<file path="config.mk">
export PLATFORM = sky130hd
export DESIGN_NAME = vip_featuremap_conv2d_scheduler
export DESIGN_NICKNAME = d
export VERILOG_FILES = /design/src/rtl/vip_featuremap_conv2d_scheduler.sv
export SDC_FILE = /design/constraint.sdc
export NUM_CORES = 1
export LEC_CHECK = 0
export CAP_MARGIN = 20
export CORE_AREA = 8 8 266 268
export DETAILED_ROUTE_END_ITERATION = 16
export DIE_AREA = 0 0 274 276
export SETUP_SLACK_MARGIN = 0.1
export SLEW_MARGIN = 20
export SYNTH_ARGS = -nofsm -noshare
export SYNTH_HDL_FRONTEND = slang
export SYNTH_SLANG_ARGS = --single-unit
</file>
<file path="constraint.sdc">
create_clock -name clock -period 3.56 [get_ports clock]
set_input_delay 0.356 -clock clock [delete_from_list [all_inputs] [get_ports clock]]
set_output_delay 0.356 -clock clock [all_outputs]
set_load 0.05 [all_outputs]
</file>
<file path="src/rtl/vip_featuremap_conv2d_scheduler.sv">
// Frame scheduler for a bank of conv2d filter cores: broadcasts one frame of
// pixel vectors to every filter, then drains each filter's results in turn.
module vip_featuremap_conv2d_scheduler #(
    parameter int DWIDTH       = 32,
    parameter int NUM_CH       = 8,
    parameter int NUM_FILTERS  = 4,
    parameter int FRAME_PIXELS = 12544,
    parameter int CNT_W        = 14,
    parameter int FSEL_W       = 2
) (
    input  logic                          clock,
    input  logic                          reset,
    input  logic [NUM_CH*DWIDTH-1:0]      src_data,
    input  logic                          src_valid,
    output logic                          src_ready,
    output logic [NUM_CH*DWIDTH-1:0]      flt_in_data,
    output logic                          flt_in_wrreq,
    input  logic [NUM_FILTERS-1:0]        flt_in_full,
    input  logic [NUM_FILTERS*DWIDTH-1:0] flt_out_data,
    input  logic [NUM_FILTERS-1:0]        flt_out_empty,
    output logic [NUM_FILTERS-1:0]        flt_out_rdreq,
    output logic [DWIDTH-1:0]             dst_data,
    output logic                          dst_valid,
    input  logic                          dst_ready,
    output logic [FSEL_W-1:0]             filter_sel,
    output logic                          busy,
    output logic                          frame_done
);

    typedef enum logic [1:0] {
        ST_IDLE    = 2'd0,
        ST_LOAD    = 2'd1,
        ST_COLLECT = 2'd2,
        ST_FLUSH   = 2'd3
    } state_t;

    state_t              state_q, state_d;
    logic [CNT_W-1:0]    pix_cnt_q, pix_cnt_d;
    logic [CNT_W-1:0]    res_cnt_q, res_cnt_d;
    logic [FSEL_W-1:0]   filter_sel_q, filter_sel_d;
    logic [DWIDTH-1:0]   dst_data_q, dst_data_d;
    logic                dst_valid_q, dst_valid_d;
    logic                frame_done_q, frame_done_d;

    logic [DWIDTH-1:0]      sel_data_s;
    logic                   sel_empty_s;
    logic                   src_ready_s;
    logic                   accept_s;
    logic                   pop_s;
    logic                   pix_last_s;
    logic                   res_last_s;
    logic                   sel_last_s;
    logic [NUM_FILTERS-1:0] rdreq_s;

    // Select the filter currently being drained and derive the handshakes.
    // Reset gates the strobes so nothing reaches the filters while held.
    always_comb begin
        sel_data_s  = {DWIDTH{1'b0}};
        sel_empty_s = 1'b1;
        for (int f = 0; f < NUM_FILTERS; f++) begin
            if (FSEL_W'(f) == filter_sel_q) begin
                sel_data_s  = flt_out_data[f*DWIDTH +: DWIDTH];
                sel_empty_s = flt_out_empty[f];
            end else begin
                sel_data_s  = sel_data_s;
                sel_empty_s = sel_empty_s;
            end
        end
        src_ready_s = reset & (state_q == ST_LOAD) & ~(|flt_in_full);
        accept_s    = src_valid & src_ready_s;
        pop_s       = reset & (state_q == ST_COLLECT) & ~sel_empty_s
                      & (~dst_valid_q | dst_ready);
        pix_last_s  = (pix_cnt_q == CNT_W'(FRAME_PIXELS - 1));
        res_last_s  = (res_cnt_q == CNT_W'(FRAME_PIXELS - 1));
        sel_last_s  = (filter_sel_q == FSEL_W'(NUM_FILTERS - 1));
        for (int f = 0; f < NUM_FILTERS; f++) begin
            rdreq_s[f] = pop_s & (FSEL_W'(f) == filter_sel_q);
        end
    end

    // Next-state logic for the frame FSM, counters and result register.
    always_comb begin
        state_d      = state_q;
        pix_cnt_d    = pix_cnt_q;
        res_cnt_d    = res_cnt_q;
        filter_sel_d = filter_sel_q;
        dst_data_d   = dst_data_q;
        dst_valid_d  = dst_valid_q;
        frame_done_d = 1'b0;
        case (state_q)
            ST_IDLE: begin
                if (src_valid) begin
                    state_d = ST_LOAD;
                end else begin
                    state_d = ST_IDLE;
                end
            end
            ST_LOAD: begin
                if (accept_s) begin
                    if (pix_last_s) begin
                        pix_cnt_d    = {CNT_W{1'b0}};
                        res_cnt_d    = {CNT_W{1'b0}};
                        filter_sel_d = {FSEL_W{1'b0}};
                        state_d      = ST_COLLECT;
                    end else begin
                        pix_cnt_d = pix_cnt_q + CNT_W'(1);
                    end
                end else begin
                    pix_cnt_d = pix_cnt_q;
                end
            end
            ST_COLLECT: begin
                if (pop_s) begin
                    dst_data_d  = sel_data_s;
                    dst_valid_d = 1'b1;
                    if (res_last_s) begin
                        res_cnt_d = {CNT_W{1'b0}};
                        if (sel_last_s) begin
                            state_d = ST_FLUSH;
                        end else begin
                            filter_sel_d = filter_sel_q + FSEL_W'(1);
                        end
                    end else begin
                        res_cnt_d = res_cnt_q + CNT_W'(1);
                    end
                end else if (dst_valid_q & dst_ready) begin
                    dst_valid_d = 1'b0;
                end else begin
                    dst_valid_d = dst_valid_q;
                end
            end
            ST_FLUSH: begin
                if (~dst_valid_q | dst_ready) begin
                    dst_valid_d  = 1'b0;
                    frame_done_d = 1'b1;
                    state_d      = ST_IDLE;
                end else begin
                    state_d = ST_FLUSH;
                end
            end
            default: begin
                state_d = ST_IDLE;
            end
        endcase
    end

    // Frame FSM state, counters and registered result outputs.
    always_ff @(posedge clock or negedge reset) begin
        if (!reset) begin
            state_q      <= ST_IDLE;
            pix_cnt_q    <= {CNT_W{1'b0}};
            res_cnt_q    <= {CNT_W{1'b0}};
            filter_sel_q <= {FSEL_W{1'b0}};
            dst_data_q   <= {DWIDTH{1'b0}};
            dst_valid_q  <= 1'b0;
            frame_done_q <= 1'b0;
        end else begin
            state_q      <= state_d;
            pix_cnt_q    <= pix_cnt_d;
            res_cnt_q    <= res_cnt_d;
            filter_sel_q <= filter_sel_d;
            dst_data_q   <= dst_data_d;
            dst_valid_q  <= dst_valid_d;
            frame_done_q <= frame_done_d;
        end
    end

    assign src_ready     = src_ready_s;
    assign flt_in_data   = src_data;
    assign flt_in_wrreq  = accept_s;
    assign flt_out_rdreq = rdreq_s;
    assign dst_data      = dst_data_q;
    assign dst_valid     = dst_valid_q;
    assign filter_sel    = filter_sel_q;
    assign busy          = (state_q != ST_IDLE);
    assign frame_done    = frame_done_q;

endmodule

</file>
* After elaboration in Yosys (flattened, before gate mapping)
Index checks and enable logic that the tools add are counted.
** Word-level totals
- Flip-flop bits (word level) :: 66
- Output and inout port bits :: 299
- Bits of input ports :: 396
** Operators by class
- Equal/unequal tests :: 17
- Reductions and logical operators :: 12
- $add $sub $neg :: 3
- Muxes and demuxes :: 34
- Bitwise logic cells :: 15
** Operators by type and width (count)
- $mux W32 :: 4
- $mux W14 :: 5
- $add A14 B1 Y14 const B :: 2
- $eq A14 B14 Y1 const B :: 2
- $pmux W14 S2 :: 1
- $mux W2 :: 11
- $ne A2 B2 Y1 const B :: 7
- $and A1 B1 Y1 :: 11
- $mux W1 :: 10
- $pmux W2 S4 :: 1
- $eq A2 B2 Y1 const B :: 3
- $reduce_and A6 Y1 :: 1
- $reduce_bool A2 Y1 :: 3
- $reduce_and A5 Y1 :: 1
- $eq A2 B2 Y1 const A :: 2
- $logic_not A2 Y1 :: 2
- $pmux W2 S2 :: 1
- $reduce_and A2 Y1 :: 2
- $reduce_and A4 Y1 :: 1
- $reduce_or A4 Y1 :: 1
- $ne A3 B2 Y1 const B :: 1
- $not A1 Y1 :: 3
- $reduce_and A3 Y1 :: 1
- $add A2 B1 Y2 const B :: 1
- other kinds (4) :: 4

* Logic depth before layout (Yosys ltp)
Gate-level depths: netlist (run 1).
- Word-level depth :: 10
- Mapped depth :: 9
- Gate-level depth less buffers :: 7

* Least setup slack after synthesis (run 1)
OpenSTA, ideal clock, no wires.
- Kind :: reg2out
- From :: reg filter_sel_q[0], in the netlist filter_sel[0]
- To :: out flt_out_rdreq[0]
- Data required time :: 3204 ps
- Setup slack :: 615 ps
- Data arrival time :: 2589 ps
- Cell stages (with the launch flop) :: 8
- Buffers on the path :: 1
- Path through :: dfrtp_1 inv_1 ha_1 nor4b_1 nor4_1 nor2_1 clkbuf_1 and2_1
** On the way
- Cells in the longest elaborated chain, start to end :: 9
- Elaborated cells on any way between the ends :: 12
- Those cells by class :: eq/ne (3); mux (4); bitwise (4); reduce/logical (1)
** Ends and longest elaborated chain
- from (decl) :: line 40 : logic [FSEL_W-1:0] filter_sel_q, filter_sel_d;
- from (signal assigned) :: line 153 : filter_sel_q <= {FSEL_W{1'b0}};
- from (signal assigned) :: line 161 : filter_sel_q <= filter_sel_d;
- $logic_not A2 Y1 :: line 61, 77
- $mux W1 (4 in a row) :: line 61 : if (FSEL_W'(f) == filter_sel_q) begin
- $not A1 Y1 :: line 71 : pop_s = reset & (state_q == ST_COLLECT) & ~sel_empty_s
- $and A1 B1 Y1 :: line 71
- $and A1 B1 Y1 :: line 72 : & (~dst_valid_q | dst_ready);
- $and A1 B1 Y1 (*) :: line 77 : rdreq_s[f] = pop_s & (FSEL_W'(f) == filter_sel_q);
- to (decl) :: line 21 : output logic [NUM_FILTERS-1:0] flt_out_rdreq,
Mark *: on every way between the ends. The rest lies on a longest branch, timed or not.

* Worst setup path in the final report (run 1)
- From :: in reset
- To :: out flt_out_rdreq[3]
** On the way
- Cells in the longest elaborated chain, start to end :: 4
** Ends and longest elaborated chain
- from (decl) :: line 12 : input logic reset,
- $and A1 B1 Y1 (2 in a row) :: line 71
- $and A1 B1 Y1 :: line 72
- $and A1 B1 Y1 :: line 77
Every way passes these cells.

==> flow_metrics.py, run 1 <==
metrics = {
    "status": {
        "status": "finished, final reports clean",
    },
    "synthesis": {
        "yosysMostFrequentCell": "buf_4",
        "synth_top_area_share_pct": 31.7,
        "synth_common_cells": "buf_4, a21oi_1, dfrtp_1, nand2_1, o21ai_0",
        "synth_cell_type_count": 47,
        "ys_warn_count": 0,
        "yosysSeqAreaShare_pct": 27.2,
        "syn_inst": 786,
        "synth_edf_count": 0,
        "ys_seq_elements": 66,
        "syn_nets": 1188,
        "yosys.area_share.simple_pct": 13.7,
        "synth_top_area_cell": "buf_4",
        "synth_xor_area_share_pct": 0.866,
        "synth_area_leaders": "buf_4, dfrtp_1, a21oi_1",
        "synth_area_um2": 6070,
        "avgSynthCellArea_um2": 7.72,
        "synth-compound-area-share_pct": 19.9,
        "synth_ff_type": "dfrtp_1",
        "synth_mux_area_share_pct": 0.330,
        "synth_async_sr_flop_share_pct": 100,
        "synth_top_family_by_area": "buffers and inverters",
        "synthAdderAreaFrac_pct": 1.24,
    },
    "clocking": {
        "root_buffer": "clkbuf_16",
        "clockBufferDepth": 2,
        "htree_levels": 3,
        "postCtsSetupBuffers": 0,
        "cts_sinks": 66,
        "clk_latency_ns": 0.38,
        "cts_buffers": 9,
        "cts_tree": "yes",
        "clkTransAtPathRegs_ns": 0.06,
    },
    "floorplanning": {
        "initial_utilization_pct": 9.11,
        "ioPinCount": 695,
        "die_w_um": 274,
        "row_count": 95,
        "die_h_um": 276,
        "coreArea_um2": 66600,
        "die_area_um2": 75600,
    },
    "timing": {
        "hold_viol_final": 0,
        "relSlewSlack_pct": 42.8,
        "fin_crit_sh_pct": 82.7,
        "fmax_mhz": 339,
        "layout_min_cycle_time_ns": 2.95,
        "report.final.slew_viol_count": 0,
        "finalSetupTns_ns": 0,
        "worst_pin_slew_ns": 0.858,
        "rsz0062_at_grt": "false",
        "setup_viol": 0,
        "fin_worst_skew_ns": 0.0184,
    },
    "routing": {
        "vias": 4928,
        "avgRoutedWirePerCell_um": 16.8,
        "drt-initial-drc-count": 195,
        "wl_um": 26600,
        "ant_nets": 0,
        "route.detailed.drc": 0,
        "viasPerCell": 3.12,
        "drt_pass1_iterations": 4,
    },
    "critical_path": {
        "rr_worst_depth": 9,
        "cp_cell_sequence": "dlygate4sd3_1 -> buf_4 -> nand3_1 -> nor3b_1 -> clkdlybuf4s50_1",
        "rr_startpoint": "filter_sel[0]$_DFFE_PN0P_",
        "setup.worst_path.start_class": "input pin",
        "end_kind": "output port",
        "worstPathRequired_ns": 3.20,
        "worst-path-max-fanout": 15,
        "rr_endpoint": "dst_data[6]$_DFFE_PN0P_",
        "arrival_ns": 2.59,
        "crit_start": "reset",
        "slowest_delay_ns": 0.89,
        "path_class": "in -> out",
        "critPathSlowestCell": "clkdlybuf4s50_1",
        "reg2reg_slack_ns": 0.96,
    },
    "placed_design": {
        "gp_congestion": 0.718,
        "dp_hpwl_um": 21100,
        "place.port_buffers": 182,
    },
    "pwr": {
        "p_leak_nw": 2.68,
        "max-vdd-ir-drop_mv": 0.223,
        "finalPower_mw": 2.54,
        "power_density_nw_per_um2": 345,
    },
    "final_layout": {
        "nets": 1101,
        "n_antenna_cell": 0,
        "drive_above_1_share_pct": 7.24,
        "area_growth_syn_to_layout_pct": 21.3,
        "fill_cells": 7687,
    },
    "grt": {
        "grt_pass1_vias": 5084,
        "grt.overflow.total": 0,
        "grt_usage_pct": 6.72,
        "grt_max_degree": 67,
        "antenna_found_initial": 1,
        "grt_pass1_wl_um": 36300,
    },
    "run": {
        "maxCapViolCount": 0,
    },
    "hold_path": {
        "hold_class": "in -> async",
    },
}
==> worst max-delay path by stage <==
stage                                     to  slack [ns]
floorplan                   flt_out_rdreq[0]        0.62
detailed placement  res_cnt_q[6]$_DFFE_PN0P_        0.74
global route                flt_out_rdreq[2]        0.35
CTS                         flt_out_rdreq[3]        0.55
global placement    res_cnt_q[2]$_DFFE_PN0P_        0.75
finish                      flt_out_rdreq[3]        0.61
==> stage by stage <==
step                worst slack, ns  cells  area, um^2  hold slack [ns]  utilization [%]
finish                        0.614   1577        7360            0.415             11.1
global route                  0.351   1577        7360            0.424             11.1
global placement              0.754   1560        7060            0.228             10.6
CTS                           0.547   1577        7360            0.405             11.1
floorplan                     0.615    786        6070           0.0604                -
detailed placement            0.744   1560        7060            0.225             10.6
==> critical path: cells and delay by family <==
kind | cells | cell delay (ns)
simple gates | 2 | 0.55
buf+inv | 3 | 1.67
==> metal layers <==
layer  global-route usage [%]  share of wire, %  up-vias
li1                         -                 -     2225
met2                     9.50                41      433
met3                     4.99                17      133
met1                     6.56                34     2135
met4                     5.23               7.7        2
met5                    0.657              0.18        -
==> cell type report <==
cell class	count	area (um^2)	share of cell area, %
Clock buffer	9	225	3.06
Clock inverter	7	58.8	0.799
Inverter	38	155	2.11
Multi-Input combinational cell	390	2200	29.9
Sequential cell	66	1650	22.4
Tap cell	873	1090	14.8
Timing Repair Buffer	194	1980	26.9
==> sequential cells by signal, indices dropped and copies added, names as in the netlist <==
signal      flops
res_cnt_q      14
frame_done      1
state_q         2
filter_sel      2
dst_valid       1
dst_data       32
pix_cnt_q      14
==> logic make-up after synthesis <==
family / after synthesis
buf+inv: 330
simple gates: 166
mux: 2
compound gates: 210
fa+ha+maj: 6
flops: 66
xor+xnor: 6
==> layout by cell type (no fill, tap or decap), types with 13 or more instances in the layout <==
| master | count |
|---|---|
| nand2_1 | 56 |
| inv_1 | 37 |
| clkdlybuf4s50_1 | 177 |
| nor2_1 | 46 |
| a21oi_1 | 100 |
| o21ai_0 | 49 |
| a22oi_1 | 32 |
| nand4_1 | 13 |
| dfrtp_1 | 66 |
==> power by group <==
part,switching (mW),internal [mW]
sequential,0.0597,0.833
clock,0.448,0.484
combinational,0.402,0.311
==> timing repair <==
action | 4_1_cts | 5_1_grt
hold buffers | 1 | 0
resized for setup | 0 | 0
hold endpoints to repair | 9 | 0
(Power assumes the default switching activity.)
==> run 2: changes to the inputs <==
--- a/config.mk
+++ b/config.mk
@@ -6,9 +6,9 @@
 export NUM_CORES = 1
 export LEC_CHECK = 0
 export CAP_MARGIN = 20
-export CORE_AREA = 8 8 266 268
+export CORE_AREA = 8 8 267 269
 export DETAILED_ROUTE_END_ITERATION = 16
-export DIE_AREA = 0 0 274 276
+export DIE_AREA = 0 0 275 277
 export SETUP_SLACK_MARGIN = 0.1
 export SLEW_MARGIN = 20
 export SYNTH_ARGS = -nofsm -noshare
==> constraint.sdc (replaced) <==
create_clock -name clock -period 2.45 [get_ports clock]
set_input_delay 0.245 -clock clock [delete_from_list [all_inputs] [get_ports clock]]
set_output_delay 0.245 -clock clock [all_outputs]
set_load 0.05 [all_outputs]
==> run 2 against run 1 <==
Net effect:
- count of clock-buffer cells in the layout increased by 2
- global-route usage increased by 0.13 points
- flip-flop and latch count unchanged
- non-clock buffer count increased by 29
- cell count increased by 2.0%
- setup slack got worse by 0.52 ns
- worst hold slack improved by 0.056 ns
- wire length increased by 1.3%
- combinational power increased by 50%
- total power increased by 48%
- first-iteration DRC count increased by 18%
==> flow_metrics.py, run 2 (synthesis gave the netlist of run 1 again) <==
metrics = {
    "grt": {
        "grt_usage_pct": 6.85,
        "grt.overflow.total": 0,
        "grt_max_degree": 66,
        "antenna_found_initial": 5,
        "grt_pass1_wl_um": 37200,
        "grt_pass1_vias": 5424,
    },
    "floorplanning": {
        "coreArea_um2": 66800,
        "row_count": 95,
        "die_w_um": 275,
        "initial_utilization_pct": 9.08,
        "ioPinCount": 695,
        "die_area_um2": 76200,
        "die_h_um": 277,
    },
    "timing": {
        "finalSetupTns_ns": 0,
        "worst_pin_slew_ns": 0.697,
        "fin_crit_sh_pct": 96.1,
        "worst_slack_ns": 0.0951,
        "relSlewSlack_pct": 53.5,
        "hold_viol_final": 0,
        "report.final.slew_viol_count": 0,
        "setup_viol": 0,
        "fin_worst_skew_ns": 0.0236,
        "rsz0062_at_grt": "true",
        "fmax_mhz": 425,
        "layout_min_cycle_time_ns": 2.35,
    },
    "critical_path": {
        "setup.worst_path.start_class": "register",
        "cp_cell_sequence": "ha_2 -> nand2_1 -> nand4_1 -> nor2_4 -> buf_12 -> and2_4 -> buf_12",
        "worst-path-max-fanout": 5,
        "worstPathRequired_ns": 2.20,
        "rr_worst_depth": 9,
        "crit_top_cell": "buf_12",
        "arrival_ns": 2.11,
        "rr_startpoint": "filter_sel[0]$_DFFE_PN0P_",
        "path_class": "reg -> out",
        "path_delay_family": "simple AND/OR/NAND/NOR gates",
        "end_kind": "output port",
        "rr_endpoint": "dst_data[21]$_DFFE_PN0P_",
        "path_buf_inv": 2,
        "slowest_delay_ns": 0.45,
        "reg2reg_slack_ns": 0.20,
        "critPathSlowestCell": "dfrtp_2",
    },
    "routing": {
        "ant_nets": 0,
        "route.detailed.drc": 0,
        "vias": 5077,
        "drt-initial-drc-count": 231,
        "avgRoutedWirePerCell_um": 16.7,
        "drt_pass1_iterations": 4,
        "wl_um": 26900,
        "viasPerCell": 3.16,
    },
    "pwr": {
        "finalPower_mw": 3.75,
        "power_density_nw_per_um2": 483,
        "max-vdd-ir-drop_mv": 0.333,
        "p_leak_nw": 2.89,
    },
    "clocking": {
        "clkTransAtPathRegs_ns": 0.06,
        "root_buffer": "clkbuf_16",
        "cts_buffers": 9,
        "clk_latency_ns": 0.39,
        "cts_sinks": 66,
        "cts_tree": "yes",
        "htree_levels": 3,
        "clockBufferDepth": 2,
    },
    "run": {
        "maxCapViolCount": 0,
    },
    "final_layout": {
        "nets": 1130,
        "area_growth_syn_to_layout_pct": 27.9,
        "fin_cells": 1608,
        "fill_cells": 7722,
        "final_common_cell": "clkdlybuf4s50_1",
        "final_cell_mix": "clkdlybuf4s50_1, a21oi_1, dfrtp_1",
        "drive_above_1_share_pct": 12.8,
        "largest_register_ffs": 32,
    },
    "placed_design": {
        "place_ws_ns": -0.0701,
        "place_inst": 1571,
        "gp_congestion": 0.708,
        "dp_hpwl_um": 19900,
        "place.port_buffers": 182,
    },
    "status": {
        "status": "finished, final reports clean",
    },
    "hold_path": {
        "hold_class": "reg -> reg",
        "holdPathStages": 1,
        "min_to": "pix_cnt_q[5]$_DFFE_PN0P_",
        "min_from": "pix_cnt_q[5]$_DFFE_PN0P_",
    },
}
-- run 2: worst max path at each step --
stage / cells after the start / slack, ns / endpoint / from
2_1_floorplan: 3 / 0.17 / src_ready / state_q[1]$_DFFE_PN0P_
5_1_grt: 7 / -0.03 / flt_out_rdreq[0] / filter_sel[0]$_DFFE_PN0P_
4_1_cts: 8 / 0.07 / flt_out_rdreq[1] / filter_sel[1]$_DFFE_PN0P_
3_3_place_gp: 8 / -0.07 / res_cnt_q[4]$_DFFE_PN0P_ / flt_in_full[1]
3_5_place_dp: 8 / -0.07 / res_cnt_q[4]$_DFFE_PN0P_ / flt_in_full[1]
6_report: 7 / 0.1 / flt_out_rdreq[2] / filter_sel[0]$_DFFE_PN0P_
-- run 2: power by group --
part	switching (mW)	internal [mW]
clock network	0.659	0.723
logic	0.596	0.478
registers	0.0843	1.21
-- run 2: routing by layer --
| metal | global-route usage, % | vias up | routed length [um] |
|---|---|---|---|
| met5 | 1.25 | - | 126 |
| met4 | 5.35 | 6 | 2050 |
| met2 | 10.3 | 395 | 11500 |
| li1 | - | 2291 | - |
| met3 | 4.50 | 161 | 4060 |
| met1 | 6.46 | 2224 | 9130 |
-- run 2: final cells by class --
cell class	instances	area, um^2	share of cell area, %
Timing Repair Buffer	223	2260	29.2
Antenna cell	2	5.00	0.0645
Tap cell	873	1090	14.1
Sequential cell	66	1650	21.3
Inverter	38	158	2.03
Clock buffer	11	243	3.13
Multi-Input combinational cell	390	2300	29.7
Clock inverter	5	38.8	0.500
-- run 2: worst reg2reg max path, stage by stage, from the launching register on --
cell     delay, ns
dfrtp_2       0.45
ha_2          0.26
nand2_1       0.07
nand4_1       0.28
nor2_4        0.23
buf_12        0.16
buf_4         0.29
buf_4         0.26
nor2_1        0.06
a21oi_1       0.11
-- run 2: what timing repair did --
action                                 4_1_cts  5_1_grt
buffers inserted                             8        8
setup endpoints to repair                   19       32
pin swaps                                    4        3
endpoints found under the hold margin       23        0
gates resized for setup                     12        6
hold buffers                                 2        0
gates cloned                                 1        0
-- run 2: stage by stage --
step                utilization, %  hold slack, ns  area [um^2]
global route                  11.6           0.490         7760
floorplan                        -         -0.0506         6100
CTS                           11.5           0.450         7660
detailed placement            10.8           0.309         7190
global placement              10.8           0.309         7190
finish                        11.6           0.471         7760
